**config.mk**
```make
export PLATFORM = sky130hd
export DESIGN_NAME = qcv_lsu_flat
export DESIGN_NICKNAME = d
export VERILOG_FILES = /design/src/rtl/qcv_lsu_if.sv /design/src/rtl/qcv_lsu.sv /design/src/flat_wrapper.sv
export SDC_FILE = /design/constraint.sdc
export NUM_CORES = 1
export LEC_CHECK = 0
export CAP_MARGIN = 5
export CORE_ASPECT_RATIO = 0.9
export CORE_MARGIN = 2
export CORE_UTILIZATION = 25
export CTS_BUF_LIST = sky130_fd_sc_hd__clkbuf_8
export DETAILED_ROUTE_END_ITERATION = 16
export PLACE_DENSITY_LB_ADDON = 0.1
export RECOVER_POWER = 50
export SLEW_MARGIN = 20
export SYNTH_ARGS = -nofsm -noshare
export SYNTH_HDL_FRONTEND = slang
export SYNTH_SLANG_ARGS = --single-unit
```
**constraint.sdc**
```tcl
create_clock -name clk_i -period 3.32 [get_ports clk_i]
set_input_delay 0.332 -clock clk_i [delete_from_list [all_inputs] [get_ports clk_i]]
set_output_delay 0.332 -clock clk_i [all_outputs]
set_load 0.01 [all_outputs]
```
**src/rtl/qcv_lsu_if.sv**
```systemverilog
// Data-memory bus between the LSU (master) and memory (slave).
// Handshake: a request is held with stable address/be/we/wdata until req&gnt; exactly one rvalid (with rdata/err) follows a later cycle.
interface qcv_lsu_if;
    logic        data_req_o;
    logic        data_gnt_i;
    logic [31:0] data_addr_o;
    logic        data_we_o;
    logic [3:0]  data_be_o;
    logic [31:0] data_wdata_o;
    logic        data_rvalid_i;
    logic [31:0] data_rdata_i;
    logic        data_err_i;

    modport master (
        output data_req_o, data_addr_o, data_we_o, data_be_o, data_wdata_o,
        input  data_gnt_i, data_rvalid_i, data_rdata_i, data_err_i
    );
    modport slave (
        input  data_req_o, data_addr_o, data_we_o, data_be_o, data_wdata_o,
        output data_gnt_i, data_rvalid_i, data_rdata_i, data_err_i
    );
endinterface

```
**src/rtl/qcv_lsu.sv**
```systemverilog
// Load/store unit: one outstanding bus access, byte/half/word with lane steering and extension.
// Define QCV_LSU_MISALIGNED_EN to split misaligned accesses into two word transactions; otherwise they error.
module qcv_lsu (
    input  logic              clk_i,
    input  logic              rst_i,
    input  logic              lsu_req_i,
    input  logic              lsu_we_i,
    input  logic [1:0]        lsu_type_i,
    input  logic              lsu_sign_ext_i,
    input  logic [31:0]       lsu_addr_i,
    input  logic [31:0]       lsu_wdata_i,
    output logic [31:0]       lsu_rdata_o,
    output logic              lsu_done_o,
    output logic              lsu_err_o,
    output logic              lsu_busy_o,
    qcv_lsu_if.master         bus,
    output logic [2:0]        dbg_state_o
);
    localparam logic [2:0] S_IDLE  = 3'd0;
    localparam logic [2:0] S_REQ1  = 3'd1;
    localparam logic [2:0] S_RESP1 = 3'd2;
    localparam logic [2:0] S_REQ2  = 3'd3;
    localparam logic [2:0] S_RESP2 = 3'd4;

    logic [2:0]  state_q, state_d;
    logic        req_q, we_q, sign_q, split_q, bad_q, done_q, err_q;
    logic [1:0]  off_q, type_q;
    logic [3:0]  be_q, be2_q;
    logic [31:0] addr_q, wdata_q, rdata1_q, rdata_q;

    logic [3:0]  mask_w;
    logic [7:0]  be64_w;
    logic        split_w, bad_w;
    logic [31:0] wrot_w, lo_w, hi_w, shifted_w, ext_w;

    always_comb begin
        mask_w = 4'b1111;
        case (lsu_type_i)
            2'b00:   mask_w = 4'b0001;
            2'b01:   mask_w = 4'b0011;
            default: mask_w = 4'b1111;
        endcase
    end

    assign be64_w  = {4'b0000, mask_w} << lsu_addr_i[1:0];
    assign split_w = |be64_w[7:4];
`ifdef QCV_LSU_MISALIGNED_EN
    assign bad_w   = (lsu_type_i == 2'b11);
`else
    assign bad_w   = (lsu_type_i == 2'b11) || split_w;
`endif

    // Rotate left by 8*off: shifting {w,w} right by 32-8*off leaves the rotated word in the low half.
    assign wrot_w = 32'({lsu_wdata_i, lsu_wdata_i} >> (6'd32 - {1'b0, lsu_addr_i[1:0], 3'b000}));

    assign lo_w      = split_q ? rdata1_q : bus.data_rdata_i;
    assign hi_w      = split_q ? bus.data_rdata_i : 32'd0;
    assign shifted_w = 32'({hi_w, lo_w} >> {off_q, 3'b000});

    always_comb begin
        ext_w = shifted_w;
        case (type_q)
            2'b00:   ext_w = {{24{sign_q & shifted_w[7]}}, shifted_w[7:0]};
            2'b01:   ext_w = {{16{sign_q & shifted_w[15]}}, shifted_w[15:0]};
            default: ext_w = shifted_w;
        endcase
    end

    always_comb begin
        state_d = state_q;
        case (state_q)
            S_IDLE:  if (lsu_req_i) state_d = S_REQ1;
            S_REQ1:  if (bad_q) state_d = S_IDLE;
                     else if (req_q && bus.data_gnt_i) state_d = S_RESP1;
            S_RESP1: if (bus.data_rvalid_i)
                         state_d = (!bus.data_err_i && split_q) ? S_REQ2 : S_IDLE;
            S_REQ2:  if (req_q && bus.data_gnt_i) state_d = S_RESP2;
            S_RESP2: if (bus.data_rvalid_i) state_d = S_IDLE;
            default: state_d = S_IDLE;
        endcase
    end

    always_ff @(posedge clk_i) begin
        if (rst_i) begin
            state_q  <= S_IDLE;
            req_q    <= 1'b0;
            we_q     <= 1'b0;
            sign_q   <= 1'b0;
            split_q  <= 1'b0;
            bad_q    <= 1'b0;
            done_q   <= 1'b0;
            err_q    <= 1'b0;
            off_q    <= 2'b00;
            type_q   <= 2'b00;
            be_q     <= 4'b0000;
            be2_q    <= 4'b0000;
            addr_q   <= 32'd0;
            wdata_q  <= 32'd0;
            rdata1_q <= 32'd0;
            rdata_q  <= 32'd0;
        end else begin
            state_q <= state_d;
            done_q  <= 1'b0;
            err_q   <= 1'b0;
            case (state_q)
                S_IDLE: if (lsu_req_i) begin
                    addr_q  <= {lsu_addr_i[31:2], 2'b00};
                    be_q    <= be64_w[3:0];
                    be2_q   <= be64_w[7:4];
                    we_q    <= lsu_we_i;
                    wdata_q <= wrot_w;
                    off_q   <= lsu_addr_i[1:0];
                    type_q  <= lsu_type_i;
                    sign_q  <= lsu_sign_ext_i;
                    split_q <= split_w;
                    bad_q   <= bad_w;
                    req_q   <= !bad_w;
                end
                S_REQ1: begin
                    if (bad_q) err_q <= 1'b1;
                    else if (bus.data_gnt_i) req_q <= 1'b0;
                end
                S_RESP1: if (bus.data_rvalid_i) begin
                    if (bus.data_err_i) begin
                        err_q <= 1'b1;
                    end else if (split_q) begin
                        req_q    <= 1'b1;
                        addr_q   <= addr_q + 32'd4;
                        be_q     <= be2_q;
                        rdata1_q <= bus.data_rdata_i;
                    end else begin
                        done_q <= 1'b1;
                        if (!we_q) rdata_q <= ext_w;
                    end
                end
                S_REQ2: if (bus.data_gnt_i) req_q <= 1'b0;
                S_RESP2: if (bus.data_rvalid_i) begin
                    if (bus.data_err_i) begin
                        err_q <= 1'b1;
                    end else begin
                        done_q <= 1'b1;
                        if (!we_q) rdata_q <= ext_w;
                    end
                end
                default: ;
            endcase
        end
    end

    assign lsu_rdata_o      = rdata_q;
    assign lsu_done_o       = done_q;
    assign lsu_err_o        = err_q;
    assign lsu_busy_o       = (state_q != S_IDLE);
    assign bus.data_req_o   = req_q;
    assign bus.data_addr_o  = addr_q;
    assign bus.data_we_o    = we_q;
    assign bus.data_be_o    = be_q;
    assign bus.data_wdata_o = wdata_q;
    assign dbg_state_o      = state_q;
endmodule

```
**src/flat_wrapper.sv**
```systemverilog
// flat-port wrapper written by rule: the top's interface ports become plain ports
module qcv_lsu_flat 
  (clk_i, rst_i, lsu_req_i, lsu_we_i, lsu_type_i, lsu_sign_ext_i, lsu_addr_i, lsu_wdata_i, lsu_rdata_o, lsu_done_o, lsu_err_o, lsu_busy_o, dbg_state_o, bus_data_req_o, bus_data_addr_o, bus_data_we_o, bus_data_be_o, bus_data_wdata_o, bus_data_gnt_i, bus_data_rvalid_i, bus_data_rdata_i, bus_data_err_i);
  qcv_lsu_if bus_i ();
  input  logic clk_i;
  input  logic rst_i;
  input  logic lsu_req_i;
  input  logic lsu_we_i;
  input  logic [1:0] lsu_type_i;
  input  logic lsu_sign_ext_i;
  input  logic [31:0] lsu_addr_i;
  input  logic [31:0] lsu_wdata_i;
  output logic [31:0] lsu_rdata_o;
  output logic lsu_done_o;
  output logic lsu_err_o;
  output logic lsu_busy_o;
  output logic [2:0] dbg_state_o;
  output wire logic [$bits(bus_i.data_req_o)-1:0] bus_data_req_o;
  output wire logic [$bits(bus_i.data_addr_o)-1:0] bus_data_addr_o;
  output wire logic [$bits(bus_i.data_we_o)-1:0] bus_data_we_o;
  output wire logic [$bits(bus_i.data_be_o)-1:0] bus_data_be_o;
  output wire logic [$bits(bus_i.data_wdata_o)-1:0] bus_data_wdata_o;
  input wire logic [$bits(bus_i.data_gnt_i)-1:0] bus_data_gnt_i;
  input wire logic [$bits(bus_i.data_rvalid_i)-1:0] bus_data_rvalid_i;
  input wire logic [$bits(bus_i.data_rdata_i)-1:0] bus_data_rdata_i;
  input wire logic [$bits(bus_i.data_err_i)-1:0] bus_data_err_i;
  assign bus_data_req_o = bus_i.data_req_o;
  assign bus_data_addr_o = bus_i.data_addr_o;
  assign bus_data_we_o = bus_i.data_we_o;
  assign bus_data_be_o = bus_i.data_be_o;
  assign bus_data_wdata_o = bus_i.data_wdata_o;
  assign bus_i.data_gnt_i = bus_data_gnt_i;
  assign bus_i.data_rvalid_i = bus_data_rvalid_i;
  assign bus_i.data_rdata_i = bus_data_rdata_i;
  assign bus_i.data_err_i = bus_data_err_i;
  qcv_lsu u_core (.clk_i(clk_i), .rst_i(rst_i), .lsu_req_i(lsu_req_i), .lsu_we_i(lsu_we_i), .lsu_type_i(lsu_type_i), .lsu_sign_ext_i(lsu_sign_ext_i), .lsu_addr_i(lsu_addr_i), .lsu_wdata_i(lsu_wdata_i), .lsu_rdata_o(lsu_rdata_o), .lsu_done_o(lsu_done_o), .lsu_err_o(lsu_err_o), .lsu_busy_o(lsu_busy_o), .bus(bus_i), .dbg_state_o(dbg_state_o));
endmodule
```
==> results.txt <==
----------------------------------------------------
[Status]
  Run status ... completed

[Die]
  Count of standard-cell rows ... 63
  Die area ... roughly 0.035 mm²
  Core ar. ... 0.03287 mm²
  Vert. Die Dim ... ~180 µm
  Starting utilization of the core area ... around 25%
  I/O pin cnt ... 214
  Die boundary width ... roughly 200 µm

[Logic synthesis]
  Instance count of the mapped netlist ... 1,052
  Synthesized area divided by synthesized cell count ... 7.914 µm²
  Fraction of synthesized cell area taken by the top area cell type ... between 30% and 40%
  Number of synthesized flops with an enable pin ... 0
  Ranking of synthesized cells by area ... sky130_fd_sc_hd__dfxtp_1 (35%), sky130_fd_sc_hd__mux2i_1 (8.2%), sky130_fd_sc_hd__nand2_1 (7.8%)
  Flops & latches, synth ... 147
  Distinct cell type count after synthesis ... 63
  Dominant cell type by area after synthesis ... sky130_fd_sc_hd__dfxtp_1
  Most used flip-flop cell after synthesis ... sky130_fd_sc_hd__dfxtp_1
  Sequential element share of the synthesized area ... 35.35%
  Total of warnings raised by yosys ... 0
  Synthesized cell area ... 0.008325 mm²
  Synth async-reset ratio ... 0%

[Placement]
  Final estimated routing congestion in global placement ... 0.7825
  Post-place setup slack ... 0.8515 ns
  Half-perimeter wire length of the detailed placement result ... 21,780 µm
  Port Buffers ... ~210
  Post-placement cell count ... around 1,600

[Timing]
  Fmax ... 0.3693 GHz
  Final Hold Violating Endpoints ... 0
  Max-slew headroom ... a little over an eighth
  Maximum clock skew at final layout ... 0.01823 ns
  Minimum period implied by the final worst setup slack ... 2.708 ns
  Setup repair after global routing missed its margin ... false
  Worst-margin pin slew ... between 1 and 1.5 ns
  Final WS setup ... approximately 0.61 ns
  Tcrit/Tclk final ... about four fifths
  Max-slew violation count ... 0
  Finish-stage setup viols ... 0
  Setup Total Neg Slack ... 0 ns
  Hold slack ... 0.3367 ns

[Global routing]
  Global-route usage over all layers ... 17.61%
  First-pass GRT wire length ... 47,290 µm
  Maximum number of pins on one net before global-route repair ... 80
  Number of global-route vias before repair ... between 7,000 and 8,000
  GRT overflow ... 0
  Initial antenna violation count ... 3

[Pwr]
  Worst vdd rail ir drop ... 0.2309 mV
  Static leakage power ... 4.100 nW
  Power consumption ... 5.216 mW
  Power density over the cells ... approximately 470 mW/mm²

[Final layout]
  Proportion of layout cells with a drive suffix above 1 ... 8.231%
  Fillers ... 3,474
  Fin cells ... approximately 1,700
  Most frequent cells in the layout ... sky130_fd_sc_hd__nand2_1 (172), sky130_fd_sc_hd__dfxtp_1 (145), sky130_fd_sc_hd__a21oi_1 (106)
  Synth-to-layout area growth ... 34.64%
  Most common cell after layout, fill and taps aside ... sky130_fd_sc_hd__nand2_1
  Number of nets in the final layout ... roughly 1,300

[Detailed routing]
  Total vias in the final route ... about 8,400
  Post-detailed-route wirelength per cell ... 18.83 µm
  DRC violations left ... 0
  Number of DRC markers after the initial detailed-route iteration ... 530
  Number of routed nets with antenna violations ... 0
  Via count normalized by instance count ... 5.098
  DRT Wirelength ... 31,060 µm
  Number of iterations in the first detailed-routing pass ... 5

[Clock network]
  Clock transition at the registers of the reported paths ... 0.09 ns
  Number of buffers created by CTS ... 17
  TritonCTS clock tree ... yes
  Post-CTS setup buffers ... 0
  CTS Sinks ... 147
  Number of buffers on the longest clock path ... 2
  Clock latency reported for the late side of the worst-skew pair ... 0.46 ns
  Number of instances resized during post-cts repair ... 0
  Number of hold buffers added after CTS ... 0
  Root buffer selected by CTS ... sky130_fd_sc_hd__clkbuf_8
  Total number of H-tree levels ... 4

[Flow run]
  Number of max-cap violations ... 0

[Worst setup path]
  Critical Path Sink Type ... flop
  Largest fanout on the critical path ... 20
  Required time at the worst-slack endpoint ... 3.66 ns
  Data arrival time of the critical path ... just over 3 ns
  Worst setup path category ... reg2reg
  Setup slack on the worst flop-to-flop path ... 0.61 ns
  Sort of element at the start of the critical path ... flop

[Worst hold path]
  Hold/Removal Path Class ... in2reg

----------------------------------------------------
==> per-stage QoR <==
step                util [%]  area (µm²)
floorplan                  -        8329
global placement       32.88       10810
detailed placement     32.88       10810
finish                 34.10       11210
CTS                    34.13       11220
global route           34.09       11210
==> metal layers <==
layer / vias to the layer above / wire (µm) / part of all wire (%) / track usage, %
met5: - / 43 / 0.14 / 0
met4: 6 / 230 / 0.74 / 3.567
met3: 19 / 1953 / 6.3 / 4.459
met2: 209 / 13250 / 43 / 25.75
met1: 4040 / 15590 / 50 / 25.89
li1: 4137 / - / - / -
==> worst max-delay path: stages, from the launching register on <==
cell and delay [ns]:
sky130_fd_sc_hd__dfxtp_1 0.62, sky130_fd_sc_hd__nor2b_1 0.17, sky130_fd_sc_hd__o21ai_0 1.03, sky130_fd_sc_hd__buf_4 0.43
sky130_fd_sc_hd__a21oi_1 0.10, sky130_fd_sc_hd__a21oi_1 0.17, sky130_fd_sc_hd__a311oi_1 0.07
==> path summary, 6_finish.rpt <==
check                                             start                   endpoint  cells past startpoint
worst max-delay path              u_core.dbg_state_o[1]  u_core.bus.data_addr_o[9]                      6
worst min-delay path                              rst_i     u_core.lsu_rdata_o[31]                      2
worst max register to register    u_core.dbg_state_o[1]  u_core.bus.data_addr_o[9]                      6
worst min register to register  u_core.bus.data_be_o[3]    u_core.bus.data_be_o[3]                      2
==> layout make-up <==
class                      count  area (µm²)  share of cell area (%)
tap                          422       528.0                   4.710
inverter                       9       33.78                  0.3014
clock buffer                  18       247.7                   2.210
clock inverter                14       162.7                   1.451
sequential                   147        2945                   26.28
timing repair buffer         239        2337                   20.85
multi-input combinational    800        4952                   44.18
antenna                        1       2.502                 0.02232
==> synth_stat cells, types with 18 or more instances <==
cell and instances:
sky130_fd_sc_hd__mux2i_1 68, sky130_fd_sc_hd__nand2_1 172, sky130_fd_sc_hd__buf_2 23, sky130_fd_sc_hd__clkbuf_1 65
sky130_fd_sc_hd__mux4_2 18, sky130_fd_sc_hd__nand3_1 32, sky130_fd_sc_hd__a211oi_1 27, sky130_fd_sc_hd__a21oi_1 106
sky130_fd_sc_hd__nor3_1 49, sky130_fd_sc_hd__dfxtp_1 147, sky130_fd_sc_hd__nor2b_1 19, sky130_fd_sc_hd__o22ai_1 36
sky130_fd_sc_hd__o21ai_0 26, sky130_fd_sc_hd__nor2_1 88
==> cell families (layout without fill, tap and decap cells) <==
| logic type | after synthesis | in the layout | share of synthesized area [%] |
|---|---|---|---|
| AO/OA/AOI/OAI | 272 | 272 | 20.72 |
| multiplexers | 97 | 97 | 14.53 |
| adder cells (fa/ha/maj) | 2 | 2 | 0.3005 |
| AND/OR/NAND/NOR | 424 | 424 | 23.40 |
| buffers and inverters | 106 | 280 | 5.335 |
| XOR/XNOR | 3 | 3 | 0.3157 |
| flip-flops | 147 | 147 | 35.35 |
| other | 1 | 3 | 0.04504 |
==> flip-flops by register name, indices dropped and copies added (netlist names), 2 cells and up <==
register and cells:
u_core.off_q 2, u_core.bus.data_wdata_o 32, u_core.dbg_state_o 3, u_core.lsu_rdata_o 32, u_core.rdata1_q 32, u_core.type_q 2
u_core.be2_q 3, u_core.bus.data_addr_o 30, u_core.bus.data_be_o 4
==> where the power goes <==
part	leakage (nW)	internal [mW]	switching, mW	total [mW]
registers	1.20	1.92	0.190	2.11
logic	2.70	0.747	0.852	1.60
clock network	0.200	0.758	0.750	1.51
total	4.10	3.42	1.79	5.22
No activity file was read; power rests on OpenSTA's default activity.
